--- config.mk ---
export PLATFORM = sky130hd
export DESIGN_NAME = instr_fetch_unit
export DESIGN_NICKNAME = d
export VERILOG_FILES = /design/src/rtl/instr_fetch_unit.sv
export SDC_FILE = /design/constraint.sdc
export NUM_CORES = 1
export LEC_CHECK = 0
export CORE_MARGIN = 5
export CORE_UTILIZATION = 46
export CTS_BUF_LIST = sky130_fd_sc_hd__clkbuf_8
export DETAILED_ROUTE_END_ITERATION = 10
export PLACE_DENSITY = 0.95
export SYNTH_ARGS = -nofsm -noshare
export SYNTH_HDL_FRONTEND = slang
export SYNTH_SLANG_ARGS = --single-unit
--- constraint.sdc ---
create_clock -name clk -period 4.09 [get_ports clk]
set_input_delay 0.818 -clock clk [delete_from_list [all_inputs] [get_ports clk]]
set_output_delay 0.818 -clock clk [all_outputs]
set_load 0.1 [all_outputs]
--- src/rtl/instr_fetch_unit.sv ---
// instr_fetch_unit: fetches 16-bit instructions into IR, starts the controller (s/w handshake), decodes IR fields and muxes register numbers by nsel
module instr_fetch_unit #(
  parameter int PC_WIDTH = 8,
  parameter logic [PC_WIDTH-1:0] RESET_PC = '0
) (
  input  logic                clk,
  input  logic                reset,
  input  logic                run,
  output logic [PC_WIDTH-1:0] mem_addr,
  output logic                mem_req,
  input  logic                mem_ready,
  input  logic [15:0]         mem_rdata,
  input  logic                w,
  output logic                s,
  input  logic [2:0]          nsel,
  output logic [2:0]          opcode,
  output logic [1:0]          op,
  output logic [1:0]          shift,
  output logic [15:0]         sximm5,
  output logic [15:0]         sximm8,
  output logic [2:0]          readnum,
  output logic [2:0]          writenum,
  output logic [PC_WIDTH-1:0] pc,
  output logic [15:0]         retired,
  output logic                busy
);
  typedef enum logic [1:0] {IDLE, FETCH, START, BUSY} state_t;
  state_t r_state, w_next;
  logic [PC_WIDTH-1:0] r_pc;
  logic [15:0] r_ir, r_retired;
  logic r_seen_low, w_done;
  assign w_done = r_state == BUSY && r_seen_low && w;
  always_comb begin
    w_next = r_state;
    s = 1'b0;
    mem_req = 1'b0;
    busy = r_state != IDLE;
    case (r_state)
      IDLE: w_next = run && w ? FETCH : IDLE;
      FETCH: begin
        mem_req = 1'b1;
        w_next = mem_ready ? START : FETCH;
      end
      START: begin
        s = 1'b1;
        w_next = BUSY;
      end
      BUSY: w_next = w_done ? (run ? FETCH : IDLE) : BUSY;
      default: w_next = IDLE;
    endcase
  end
  always_ff @(posedge clk) begin
    if (reset) begin
      r_state <= IDLE;
      r_pc <= RESET_PC;
      r_ir <= '0;
      r_retired <= '0;
      r_seen_low <= 1'b0;
    end else begin
      r_state <= w_next;
      if (r_state == FETCH && mem_ready) begin
        r_ir <= mem_rdata;
        r_pc <= r_pc + 1'b1;
      end
      if (r_state == START) r_seen_low <= 1'b0;
      if (r_state == BUSY && !w) r_seen_low <= 1'b1;
      if (w_done) r_retired <= r_retired + 16'd1;
    end
  end
  assign mem_addr = r_pc;
  assign pc = r_pc;
  assign retired = r_retired;
  assign opcode = r_ir[15:13];
  assign op = r_ir[12:11];
  assign shift = r_ir[4:3];
  assign sximm5 = {{11{r_ir[4]}}, r_ir[4:0]};
  assign sximm8 = {{8{r_ir[7]}}, r_ir[7:0]};
  assign readnum = nsel == 3'b001 ? r_ir[10:8] : nsel == 3'b010 ? r_ir[7:5] : nsel == 3'b100 ? r_ir[2:0] : 3'b000;
  assign writenum = readnum;
endmodule

== Word-level counts from Yosys, hierarchy flattened ==
Index checks and enable logic that the tools add are counted.
Storage, ports and cells
  bits of input ports: 24
  logic and storage cells: 34
  output and inout port bits: 80
  flip-flop bits (word level): 43
Operators by class
  $add $sub $neg: 2
  equality and inequality tests: 6
  mux-type cells: 12
  reductions and logical operators: 9
Operators by type and width (number)
  adder 16 x 1 -> 16 bit, second input constant: 1
  two-way mux 3 bit: 3
  adder 8 x 1 -> 8 bit, second input constant: 1
  one-hot mux 2 bit (4 select lines): 1
  two-way mux 1 bit: 6
  logical AND 1 bit: 5
  == test 2 bit, second input constant: 2
  two-way mux 2 bit: 2
  nonzero test 2 bit: 2
  == test 3 x 1 -> 1 bit, second input constant: 1
  == test 3 x 2 -> 1 bit, second input constant: 1
  == test 3 bit, second input constant: 1
  == test 2 x 1 -> 1 bit, second input constant: 1
  logical NOT 2 bit: 1
  logical NOT 1 bit: 1

== Depth between registers and ports, before layout ==
Gate-level depths: netlist of the first run.
  depth in word-level cells: 5
  mapped depth: 6

== Least setup slack after synthesis of the first run ==
OpenSTA, ideal clock, no wires.
  path type: input-to-output
  start: in nsel[1]
  end: out writenum[2]
  stages on the path: 4
  slack: -0.574 ns
  arrival time: 3.846 ns
  buffers on the path: 1
  cell sequence: nor2b_1 -> a22oi_1 -> o21ai_0 -> buf_4
Between the ends
  longest elaborated chain between the ends: 4
  elaborated cells on any way between the ends: 6
  those cells by class: eq/ne: 3; mux: 3
Ends and longest elaborated chain
  start: declaration: RTL line 15  | input logic [2:0] nsel,
  == test 3 bit: RTL line 78  | assign readnum = nsel == 3'b001 ? r_ir[10:8] : nsel == 3'b010 ? r_ir[7:5] : nsel == 3'b100 ? r_ir[2:0] : 3'b00 ...
  two-way mux 3 bit (2 in series): RTL line 78
  two-way mux 3 bit *: RTL line 78
  end: declaration: RTL line 22  | output logic [2:0] writenum,
Mark *: on every way between the ends. The rest lies on a longest branch, timed or not.

== Final worst setup path of the first run ==
  start: in nsel[2]
  end: out readnum[1]
Between the ends
  longest elaborated chain between the ends: 4
  elaborated cells on any way between the ends: 6
  those cells by class: eq/ne: 3; mux: 3
Ends and longest elaborated chain
  == test 3 bit: RTL line 78
  two-way mux 3 bit (2 in series): RTL line 78
  two-way mux 3 bit *: RTL line 78
  end: declaration: RTL line 21  | output logic [2:0] readnum,
Marked as above.

==> impl_results.md, run 1 <==
- Seq pwr share: 0.456
- Layout Skew: 0.00769 ns
- Final hold violation count: 0
- Root Driver: clkbuf_8
- Hold_buf cts: 0
- Sw Share: 0.353
- Mapped Cells: 271
- Mapped Avg Cell Area: 8.13 um2
- Final wirelength: 5400 um
- Die area: 6270 um2
- Die width: 79.2 um
- Worst endpoint data arrival time: 2.25 ns
- Placed Area: 2880 um2
- GRT Resource Usage Total: 0.169
- Drt drc: 0
- Net Switching: 341 uW
- Internal Power: 626 uW
- Die height: 79.2 um
- H-tree depth: 2
- Vias in the first global route: 1889
- Final nets: 347
- Share of cells above drive strength 1: 0.0561
- Site Rows: 25
- Compound-Gate Fraction of Synth Area: 0.0903
- Hold_sp: r_ir[11]$_SDFFE_PP0P_
- Final Instance Area: 2960 um2
- Most common cell after layout, fill and taps aside: clkdlybuf4s50_1
- Via Count: 1917
- Max FO, Critical Path: 4
- Clk buf depth: 2
- Post-cts resize count: 0
- Initial antenna violation count: 0
- ANT nets after route: 0
- Worst hold path class: flop to flop
- WHS Endpoint: r_ir[11]$_SDFFE_PP0P_
- Worst r2r src: r_state[0]$_SDFF_PP0_
- Synthesized flop and latch total: 43
- Final Setup Violations: 0
- Synthesized area: 2200 um2
- Final period util: 0.750
- Tmin final: 3.07 ns
- WP data required: 3.27 ns
- Syn_nets: 297
- Core area: 4690 um2
- Post-Synth Simple-Gate Area: 0.240
- DRC violation total after the first TritonRoute iteration: 71
- Setup bufs post-CTS: 0
- R2R cell count: 4
- Post-synthesis sequential area ratio: 0.391
- Setup slack, reg-to-reg: 2.16 ns
- Fmax: 326 MHz
- Main combinational cell family by area after synthesis: simple AND/OR/NAND/NOR gates
- Synth warn: 0
- First-pass GRT wire length: 8680 um
- Post-DP HPWL: 4090 um
- Max cap viols: 0
- Critical-path top delay cell: clkdlybuf4s50_1
- Global-route congestion overflow total: 0
- Largest net degree at the start of global routing: 25
- Crit Path Class: input pin to output pin
- Starting Density: 0.470
- Critical Path, Cell by Cell: clkdlybuf4s50_1, nor3b_1, nand2_1, o21ai_1, buf_4
- Max-slew headroom: 0.339
- Status: completed
- TNS Setup: 0 ns
- PortBufs: 103
- Worst R2R End: mem_addr[5]$_SDFFE_PP0P_
- # clock sinks: 43
- Yosys cell types: 32
- Pwr dens: 326 nW/um2
- Type of origin of the critical path: input pin
- Boundary Pins: 104
- Drt wl/cell: 14.4 um
- Worst skew pair latency: 0.28 ns
- Largest stage delay on the critical path: 0.52 ns
- Commonest non-fill, non-tap cells in the layout: clkdlybuf4s50_1 (97), nand2_1 (46), dfxtp_1 (43)
- Worst hold path depth: 2
- Pins Over Slew Limit: 0
- Post-synthesis adder-cell area fraction: 0.0114
- CTS tree: built
- Pre-Repair DR Iteration Count: 4
- Gpl congestion: 0.792
- Clock transition at the registers of the reported paths: 0.07 ns
- TritonCTS Buffers: 5
- Measured slew at the worst slew-check pin: 0.988 ns
- Diode count: 0
- Clk pwr share: 0.271
- Mux share of post-synthesis cell area: 0.00511
- Setup crit end kind: output pin
- LEAKAGE: 1.03 nW
- Comb power frac: 0.273
- P&R area growth vs syn: 34.5%
- Peak VDD IR: 176 uV
- Number of fill cells: 416
- RSZ-0062 raised after global routing: false
- XOR/XNOR Fraction of Synth Area: 0.0676
- Vias per std cell: 5.11
[how the worst max path moves through the flow]
stage,depth (start not counted),from,to
3_5_place_dp,5,nsel[2],readnum[1]
2_1_floorplan,4,nsel[1],writenum[2]
6_report,5,nsel[2],readnum[1]
5_1_grt,5,nsel[0],readnum[1]
3_3_place_gp,5,nsel[2],writenum[0]
4_1_cts,5,nsel[2],readnum[1]
[cell families (layout without fill, tap and decap cells)]
logic type               after synthesis  after routing
AND/OR/NAND/NOR                      107            107
buffers and inverters                 64            114
flip-flops                            43             43
AO/OA/AOI/OAI                         37             37
XOR/XNOR                              17             17
adder cells (fa/ha/maj)                2              2
multiplexers                           1              1
[worst max-delay path, delay by kind of cell]
kind                   cells  cell delay, ns
and+or+nand+nor            2            0.45
AOI/OAI and AO/OA          1            0.13
buffers and inverters      2            0.85
[synth_stat cells]
library cell,count,area [um2]
nor3b_1,1,7.51
and3b_1,1,8.76
buf_2,2,10.0
a22oi_1,3,22.5
and2b_1,1,7.51
nand2_1,46,173
buf_4,50,375
a211oi_1,1,7.51
o32ai_1,1,8.76
mux2_2,1,11.3
nor3_1,5,25.0
nor2_1,20,75.1
xnor2_1,9,78.8
nand4_4,1,21.3
or4_4,1,11.3
nor2b_1,4,25.0
or2_2,1,6.26
dfxtp_1,43,861
nor4_1,2,12.5
nand4_1,8,50.1
and4_1,4,35.0
ha_1,2,25.0
clkbuf_1,8,30.0
xor2_1,8,70.1
nand3_1,5,25.0
nand3b_1,1,7.51
o21ai_0,7,35.0
or3_1,4,25.0
and3_1,2,12.5
a21oi_1,25,125
inv_1,3,11.3
buf_1,1,3.75
[flip-flops by register name, indices dropped and copies added (netlist names)]
register	flops
r_ir	16
mem_addr	8
r_seen_low	1
r_state	2
retired	16
[cell type report]
cell class	count	area, um2	share of cell area
clock buffers	6	82.6	0.0279
clock inverters	1	5.00	0.00169
inverters	3	11.3	0.00380
multi-input cells	164	912	0.308
flip-flops and latches	43	861	0.291
well taps	54	67.6	0.0228
repair buffers	104	1020	0.345
[power groups by stage]
stage | clock network, mW | logic [mW] | registers [mW]
after floorplan | 0 | 0.213 | 0.453
after global routing | 0.291 | 0.273 | 0.443
after detailed placement | 0 | 0.265 | 0.451
final | 0.262 | 0.264 | 0.441
after CTS | 0.272 | 0.265 | 0.441
after global placement | 0 | 0.262 | 0.450
[stage by stage]
| step | total power, mW | worst slack (ns) | std cells | util | hold slack [ns] |
|---|---|---|---|---|---|
| floorplan | 0.666 | 0.278 | 271 | - | 0.436 |
| global placement | 0.712 | 1.14 | 368 | 0.613 | 0.445 |
| detailed placement | 0.716 | 1.05 | 368 | 0.613 | 0.448 |
| CTS | 0.978 | 1.04 | 375 | 0.631 | 0.458 |
| global route | 1.01 | 0.956 | 375 | 0.631 | 0.482 |
| finish | 0.967 | 1.02 | 375 | 0.631 | 0.458 |
[metal layers]
metal | wire length [um] | vias to the layer above | GRT usage
li1 | - | 949 | -
met1 | 2250 | 886 | 0.195
met2 | 2740 | 77 | 0.312
met3 | 379 | 5 | 0.0431
met4 | 28 | 0 | 0.0378
met5 | 0 | - | 0
Power figures use the tool's default switching activity.
==> inputs of run 2 (changes only) <==
- CORE_UTILIZATION: 46 -> 42
- PLACE_DENSITY: 0.95 -> 0.91
- clock period: 4.09 -> 3 ns (I/O delays scaled with it)
==> run 2 against run 1 <==
Routed wire length fell by 5.0%. Core utilization decreased by 6.7 points. Cell area shrank 2.7%. Register-to-register slack got worse by 1.0 ns. Die area rose by 8.3%. Global-route usage shrank 1.7 points. Critical endpoint unchanged.
==> impl_results.md, run 2 (synthesis results as in run 1) <==
- Pre-Repair DR Iteration Count: 4
- Pins Over Slew Limit: 0
- CTS tree: built
- Net Switching: 461 uW
- Diode count: 0
- Sw Share: 0.360
- Pre-CTS WS: 0.401 ns
- Gpl congestion: 0.747
- Core area: 5110 um2
- Setup bufs post-CTS: 0
- Clk buf depth: 2
- Final Instance Area: 2880 um2
- Worst setup margin: 0.403 ns
- Met1 Use GR: 0.166
- P&R area growth vs syn: 30.9%
- Crit Path Class: input pin to output pin
- First-pass GRT wire length: 7990 um
- Largest stage delay on the critical path: 0.58 ns
- Worst hold path class: flop to flop
- TNS Setup: 0 ns
- Post-DP HPWL: 3940 um
- Via Count: 1899
- Peak VDD IR: 247 uV
- Clk pwr share: 0.253
- Global-route congestion overflow total: 0
- Die width: 82.4 um
- R2R cell count: 5
- CP top delay family: buffers and inverters
- Worst endpoint data arrival time: 2.00 ns
- Met2 usage: 0.277
- Hold_buf cts: 0
- Worst path bufs/invs: 2
- Status: completed
- Setup crit end kind: output pin
- Boundary Pins: 104
- Final wirelength: 5130 um
- Initial antenna violation count: 0
- Busiest layer in global routing: met2
- Commonest non-fill, non-tap cells in the layout: buf_4 (77), nand2_1 (46), dfxtp_1 (43)
- ANT nets after route: 0
- Tmin final: 2.60 ns
- H-tree depth: 2
- Drt drc: 0
- Fmax: 385 MHz
- Final Setup Violations: 0
- Max FO, Critical Path: 4
- Seq pwr share: 0.469
- Most common cell after layout, fill and taps aside: buf_4
- Worst Setup SP: nsel[2]
- TritonCTS Buffers: 5
- # clock sinks: 43
- Clock transition at the registers of the reported paths: 0.07 ns
- Met3 GRT Util: 0.0412
- Vias in the first global route: 1790
- GRT Resource Usage Total: 0.152
- Placed Area: 2810 um2
- Critical-path top delay cell: clkdlybuf4s50_1
- Setup slack, reg-to-reg: 1.13 ns
- Die height: 82.4 um
- Post-cts resize count: 0
- Drt wl/cell: 13.1 um
- Layout Skew: 0.00407 ns
- Comb power frac: 0.278
- Starting Density: 0.431
- Final nets: 349
- Internal Power: 821 uW
- RSZ-0062 raised after global routing: false
- Worst R2R End: retired[14]$_SDFFE_PP0P_
- Final period util: 0.866
- WP data required: 2.40 ns
- Final hold violation count: 0
- CP Depth: 5
- Max-slew headroom: 0.721
- Site Rows: 26
- Worst r2r src: retired[0]$_SDFFE_PP0P_
- Largest net degree at the start of global routing: 40
- Type of origin of the critical path: input pin
- Root Driver: clkbuf_8
- Die area: 6790 um2
- Measured slew at the worst slew-check pin: 0.419 ns
- Crit path capture: readnum[1]
- Critical Path, Cell by Cell: clkdlybuf4s50_1, nor3b_1, nand2_1, o21ai_2, buf_12
- DRC violation total after the first TritonRoute iteration: 95
- Max cap viols: 0
- Worst skew pair latency: 0.29 ns
- Vias per std cell: 4.84
- PortBufs: 103
- Share of cells above drive strength 1: 0.295
- LEAKAGE: 1.20 nW
- Pwr dens: 444 nW/um2
-- run 2: cell count changes in the layout (fill, tap and decap cells not counted) --
cell,previous run,this run
o21ai_1,3,0
buf_12,0,6
clkbuf_8,6,5
buf_4,7,77
o21ai_2,0,3
clkinv_2,1,0
inv_1,3,4
clkdlybuf4s50_1,97,23
-- run 2: power by group through the flow --
stage               Clock [mW]  Sequential [mW]  Combinational (mW)
floorplan                    0            0.618               0.290
global placement             0            0.614               0.356
detailed placement           0            0.615               0.359
CTS                      0.344            0.601               0.359
global route             0.367            0.603               0.371
finish                   0.324            0.601               0.357
-- run 2: how the worst min path moves through the flow --
stage | startpoint | to | cells after the start
after global routing | r_ir[14]$_SDFFE_PP0P_ | r_ir[14]$_SDFFE_PP0P_ | 2
after floorplan | r_ir[10]$_SDFFE_PP0P_ | r_ir[10]$_SDFFE_PP0P_ | 2
final | r_ir[10]$_SDFFE_PP0P_ | r_ir[10]$_SDFFE_PP0P_ | 2
after CTS | r_ir[10]$_SDFFE_PP0P_ | r_ir[10]$_SDFFE_PP0P_ | 2
after detailed placement | r_ir[10]$_SDFFE_PP0P_ | r_ir[10]$_SDFFE_PP0P_ | 2
after global placement | r_ir[8]$_SDFFE_PP0P_ | r_ir[8]$_SDFFE_PP0P_ | 2
-- run 2: worst register-to-register path, stage by stage, from the launching register on --
cell and delay, ns:
dfxtp_1 0.44, ha_1 0.20, nand3_1 0.15, or4_4 0.56, or3_1 0.32, a21oi_1 0.13
-- run 2: routing by layer --
metal	wire length (um)	up-vias
met4	88	0
met5	0	-
met2	2540	75
li1	-	958
met3	472	10
met1	2030	856
-- run 2: final cells by class --
type | instances | area [um2]
Multi-Input combinational cell | 164 | 923
Inverter | 3 | 11.3
Sequential cell | 43 | 861
Clock inverter | 1 | 3.75
Fill cell | 473 | 2220
Tap cell | 70 | 87.6
Timing Repair Buffer | 106 | 928
Clock buffer | 5 | 68.8
-- run 2: metrics by stage --
stage               utilization  instances  hold WS, ns  total power [mW]
floorplan                     -        271        0.436             0.908
global placement          0.550        386        0.445             0.969
detailed placement        0.550        386        0.450             0.973
CTS                       0.565        392        0.460              1.30
global route              0.565        392        0.487              1.34
finish                    0.565        392        0.455              1.28
